[config.mk]
export PLATFORM = sky130hd
export DESIGN_NAME = ram_sp_arbiter
export DESIGN_NICKNAME = d
export VERILOG_FILES = /design/src/rtl/ram_sp_arbiter.sv
export SDC_FILE = /design/constraint.sdc
export NUM_CORES = 1
export LEC_CHECK = 0
export CAP_MARGIN = 40
export CORE_MARGIN = 2
export CORE_UTILIZATION = 20
export DETAILED_ROUTE_END_ITERATION = 12
export PLACE_DENSITY = 0.95
export SETUP_SLACK_MARGIN = 0.05
export SYNTH_ARGS = -nofsm -noshare
export SYNTH_HDL_FRONTEND = slang
export SYNTH_SLANG_ARGS = --single-unit
[constraint.sdc]
create_clock -name clock -period 2.9 [get_ports clock]
set_input_delay 0.29 -clock clock [delete_from_list [all_inputs] [get_ports clock]]
set_output_delay 0.29 -clock clock [all_outputs]
set_load 0.01 [all_outputs]
[src/rtl/ram_sp_arbiter.sv]
// Front end for the single-port RAM. A write request port and a read request
// port share one cen/wen/addr/din interface, with round-robin arbitration when
// both compete. Read data returns on a one-entry valid/ready response slot that
// holds ram_dout until it is consumed. One RAM access can issue every cycle.
//
// Handshake rule for every port: a transfer happens in a cycle where valid and
// ready are both high at the rising clock edge. A producer holds its payload
// stable while valid is high and ready is low. ready is not registered. wr_ready
// and rd_ready are decided in the same cycle from the current requests and state.
module ram_sp_arbiter #(
  parameter int DATA_WIDTH = 32,
  parameter int DEPTH      = 16,
  localparam int ADDR_WIDTH = (DEPTH > 1) ? $clog2(DEPTH) : 1
) (
  input  logic                  clock,
  input  logic                  reset,
  input  logic                  wr_valid,
  output logic                  wr_ready,
  input  logic [ADDR_WIDTH-1:0] wr_addr,
  input  logic [DATA_WIDTH-1:0] wr_data,
  input  logic                  rd_valid,
  output logic                  rd_ready,
  input  logic [ADDR_WIDTH-1:0] rd_addr,
  output logic                  rsp_valid,
  input  logic                  rsp_ready,
  output logic [DATA_WIDTH-1:0] rsp_data,
  output logic                  ram_cen,
  output logic                  ram_wen,
  output logic [ADDR_WIDTH-1:0] ram_addr,
  output logic [DATA_WIDTH-1:0] ram_din,
  input  logic [DATA_WIDTH-1:0] ram_dout
);

  // Grant for the current cycle. It is combinational and never stored.
  typedef enum logic [1:0] {
    GRANT_NONE  = 2'd0,
    GRANT_WRITE = 2'd1,
    GRANT_READ  = 2'd2
  } grant_t;

  // Type of the most recent granted access. Used to break ties.
  typedef enum logic {
    LAST_READ  = 1'b0,
    LAST_WRITE = 1'b1
  } last_t;

  // All registered state is kept in one place so it is easy to observe.
  typedef struct packed {
    last_t last_grant;
    logic  rsp_valid;
  } arb_state_t;

  localparam arb_state_t STATE_RESET = '{last_grant: LAST_READ, rsp_valid: 1'b0};

  arb_state_t state_q;
  arb_state_t state_d;
  grant_t     grant;

  logic rsp_slot_free;
  logic rd_eligible;
  logic wr_eligible;
  logic rsp_taken;

  // The response slot can accept a new read if it is empty, or if it is being
  // drained in this same cycle. This allows back-to-back reads at full rate.
  assign rsp_slot_free = !state_q.rsp_valid || rsp_ready;
  assign rd_eligible   = rd_valid && rsp_slot_free;
  assign wr_eligible   = wr_valid;
  assign rsp_taken     = state_q.rsp_valid && rsp_ready;

  // Arbitration. A lone eligible request wins. When both requests are
  // eligible, the type that did not win last time wins now. No request is
  // granted while reset is high.
  always_comb begin
    grant = GRANT_NONE;
    if (!reset) begin
      if (wr_eligible && rd_eligible) begin
        grant = (state_q.last_grant == LAST_READ) ? GRANT_WRITE : GRANT_READ;
      end else if (wr_eligible) begin
        grant = GRANT_WRITE;
      end else if (rd_eligible) begin
        grant = GRANT_READ;
      end
    end
  end

  // Ready signals and the RAM command follow directly from the grant.
  // When no request is granted, all RAM outputs are driven to zero.
  always_comb begin
    wr_ready = 1'b0;
    rd_ready = 1'b0;
    ram_cen  = 1'b0;
    ram_wen  = 1'b0;
    ram_addr = '0;
    ram_din  = '0;
    case (grant)
      GRANT_WRITE: begin
        wr_ready = 1'b1;
        ram_cen  = 1'b1;
        ram_wen  = 1'b1;
        ram_addr = wr_addr;
        ram_din  = wr_data;
      end
      GRANT_READ: begin
        rd_ready = 1'b1;
        ram_cen  = 1'b1;
        ram_addr = rd_addr;
      end
      default: begin
      end
    endcase
  end

  // Next-state logic. A granted read fills the response slot on the next
  // cycle. A drained slot with no new read becomes empty. Every grant records
  // its type for the next tie-break.
  always_comb begin
    state_d = state_q;
    if (grant == GRANT_READ) begin
      state_d.rsp_valid = 1'b1;
    end else if (rsp_taken) begin
      state_d.rsp_valid = 1'b0;
    end
    if (grant == GRANT_WRITE) begin
      state_d.last_grant = LAST_WRITE;
    end else if (grant == GRANT_READ) begin
      state_d.last_grant = LAST_READ;
    end
  end

  // State register. Reset is synchronous and drops any pending response.
  always_ff @(posedge clock) begin
    if (reset) begin
      state_q <= STATE_RESET;
    end else begin
      state_q <= state_d;
    end
  end

  // The RAM holds dout until its next read. No read issues while the slot is
  // occupied, so the response data can be taken straight from the RAM.
  assign rsp_valid = state_q.rsp_valid;
  assign rsp_data  = ram_dout;

endmodule

==> flow_summary_export.csv <==
group,metric,value,unit
clock_network,clock_latency,0.22,ns
timing,max_slew_margin,83.3,%
die,die_h,62.8,um
drt,wl,2160,um
global_route,use_met3,4.68,%
clock_network,cts_tree,"done",
worst_hold_path,worstHoldStart,"rsp_valid",
synthesis,syn-instance-count,95,
global_route,grt_overflow,0,
synthesis,ys_top_cells_by_area,"buf_4, and2_1, dfxtp_1, ha_1, a22oi_1",
drt,via_per_inst,4.06,
timing,rsz0062_at_grt,"false",
synthesis,yosys.area_share.simple,38.6,%
final_layout,final_layout_size_suffix_gt1_share,4.73,%
timing,fin_crit,2.62,ns
placed_design,place.port_buffers,85,
global_route,antenna_found_initial,0,
clock_network,clk_pin_slew_worst_paths,0.03,ns
worst_setup_path,cp_slowest_cell,"clkdlybuf4s50_1",
synthesis,synth_compound_area_share,8.51,%
synthesis,netlist_area,691,um2
worst_setup_path,required,2.61,ns
worst_hold_path,whs_path_depth,2,
clock_network,post-cts-setup-buffer-count,0,
timing,fmax,0.381,GHz
run_status,status,"completed",
clock_network,ctsHoldBuffers,0,
die,initial_core_util,20.7,%
synthesis,synth_xor_xnor_area_share,0,%
drt,firstDrtPassIters,2,
worst_hold_path,worst_hold_path_type,"register to register",
final_layout,layout_commonest_cell,"clkdlybuf4s50_1",
worst_setup_path,worst_setup_path_start_kind,"input port",
worst_setup_path,crit_top_cell,"clkdlybuf4s50_1",
die,num_rows,21,
synthesis,synth_mux_area_share,1.45,%
clock_network,clock_sinks,2,
global_route,track_usage,10.8,%
worst_setup_path,path_cells,"clkdlybuf4s50_1 > nand2b_4 > a311o_1 > ha_1 > nor2_1 > clkdlybuf4s50_1",
final_layout,fin_util,40.9,%
global_route,grt_max_degree,22,
final_layout,layout_common_cells,"clkdlybuf4s50_1, and2_1, nor2_1",
worst_setup_path,cp_max_fo,6,
placed_design,dp_hpwl,1880,um
power_and_ir_drop,p_total,0.000248,W
power_and_ir_drop,p_per_area,182,nW/um2
timing,finalMaxSlewViolations,0,
power_and_ir_drop,p_leak,0.527,nW
clock_network,cts.root.buffer_cell,"clkbuf_4",
worst_setup_path,r2r_slack,1.28,ns
worst_setup_path,end_kind,"output port",
die,coreArea,3340,um2
global_route,gr-max-usage-layer,"met2",
drt,drtAntennaViolNets,0,
global_route,grt_pass1_vias,808,
drt,drc,0,
drt,dr.first_iter.drc_count,8,
clock_network,cts_buffers,3,
final_layout,final_nets,230,
synthesis,synth_top_family_by_area,"buffers and inverters",
synthesis,yosysWarnings,0,
worst_setup_path,ff2ff_path_depth,5,
synthesis,ys_types,18,
synthesis,synth-seq-cells,2,
worst_setup_path,endpoint,"ram_addr[0]",
synthesis,synth_area_leader_cell,"buf_4",
worst_setup_path,setup.worst_path.start,"rsp_ready",
final_layout,insertedDiodeCount,0,
synthesis,avgSynthCellArea,7.27,um2
global_route,use_met1,9.14,%
placed_design,gp_congestion,0.668,
worst_setup_path,r2r-start,"rsp_valid",
placed_design,dpl.cell_count,191,
synthesis,synth-edff-count,0,
synthesis,synth_top_area_share,37.0,%
worst_setup_path,r2r_end,"state_q[1]",
die,die_w,62.8,um
worst_setup_path,worstPathArrival,2.33,ns
final_layout,instances_no_fill,194,
final_layout,fillers,347,
timing,skew,0.00252,ns
drt,vias,788,
final_layout,multiInputGateArea,373,um2
final_layout,ff_latch_area,40.0,um2
clock_network,clockBufferDepth,2,
die,die_area,3940,um2
global_route,grt_pass1_wl,3520,um
global_route,grt_use_met2,20.8,%
timing,tns,0,ns
timing,timing.final.crit_share,90.5,%
synthesis,synth-async-reset-ratio,0,%
flow_run,maxCapViolCount,0,
timing,setup_viol,0,
synthesis,synth_ff_type,"dfxtp_1",
worst_setup_path,criticalPathCategory,"input port to output port",
timing,hold_viol,0,
timing,worst-slew-pin-transition,0.249,ns
final_layout,areaGrowthSynthToFinish,97.8,%
drt,wl_per_cell,11.1,um
clock_network,cts_htree_levels,1,
die,io_pins,150,
worst_setup_path,cpPeakStageDelay,0.54,ns
power_and_ir_drop,irDropWorstVdd,211,uV
synthesis,ys_seq_area_share,5.80,%
synthesis,syn_nets,175,
synthesis,synth_adder_area_share,5.43,%
clock_network,cts.repair.resized,0,
-- metrics by stage --
step	hold slack (ns)	worst slack [ns]	instance area, um2
2_1_floorplan	0.362	1.11	691
5_1_grt	0.571	0.0664	1370
6_report	0.546	0.275	1370
3_5_place_dp	0.540	0.266	1340
3_3_place_gp	0.533	0.307	1340
4_1_cts	0.543	0.250	1370
-- flip-flops by register name (all words and copies together) (netlist names) --
register	cells
rsp_valid	1
state_q	1
-- cell families after synthesis --
group,after synthesis
compound gates,7
fa+ha+maj,3
buf+inv,39
flops,2
mux,1
simple gates,43
-- per-layer routing --
metal | part of all wire (%) | wire [um]
met1 | 32 | 690
met2 | 51 | 1110
met3 | 14 | 297
met4 | 2.7 | 59
met5 | 0 | 0
-- cells in the mapped netlist, types with 2 or more instances --
cell,n
buf_4,34
and2_1,32
nor2_1,6
a22oi_1,4
ha_1,3
clkbuf_2,2
dfxtp_1,2
inv_1,2
-- worst max-delay path, delay by kind of cell --
kind,cells,cell delay [ns]
compound gates,1,0.37
fa+ha+maj,1,0.40
buf+inv,2,0.96
simple gates,2,0.31
-- where the power goes --
group	switching (W)	internal, W
sequential	0.000000974	0.0000287
clock	0.0000139	0.0000455
combinational	0.0000491	0.000110
-- worst min-delay path by stage --
stage                       endpoint
after floorplan           state_q[1]
after global placement     rsp_valid
after detailed placement   rsp_valid
after CTS                  rsp_valid
after global routing       rsp_valid
final                      rsp_valid
-- layout make-up --
class                      instances  area share (%)
inverter                           2           0.549
timing repair buffer              87            63.4
clock buffer                       3            1.65
sequential                         2            2.93
tap                               46            4.21
multi-input combinational         54            27.3
(Power assumes the default switching activity.)
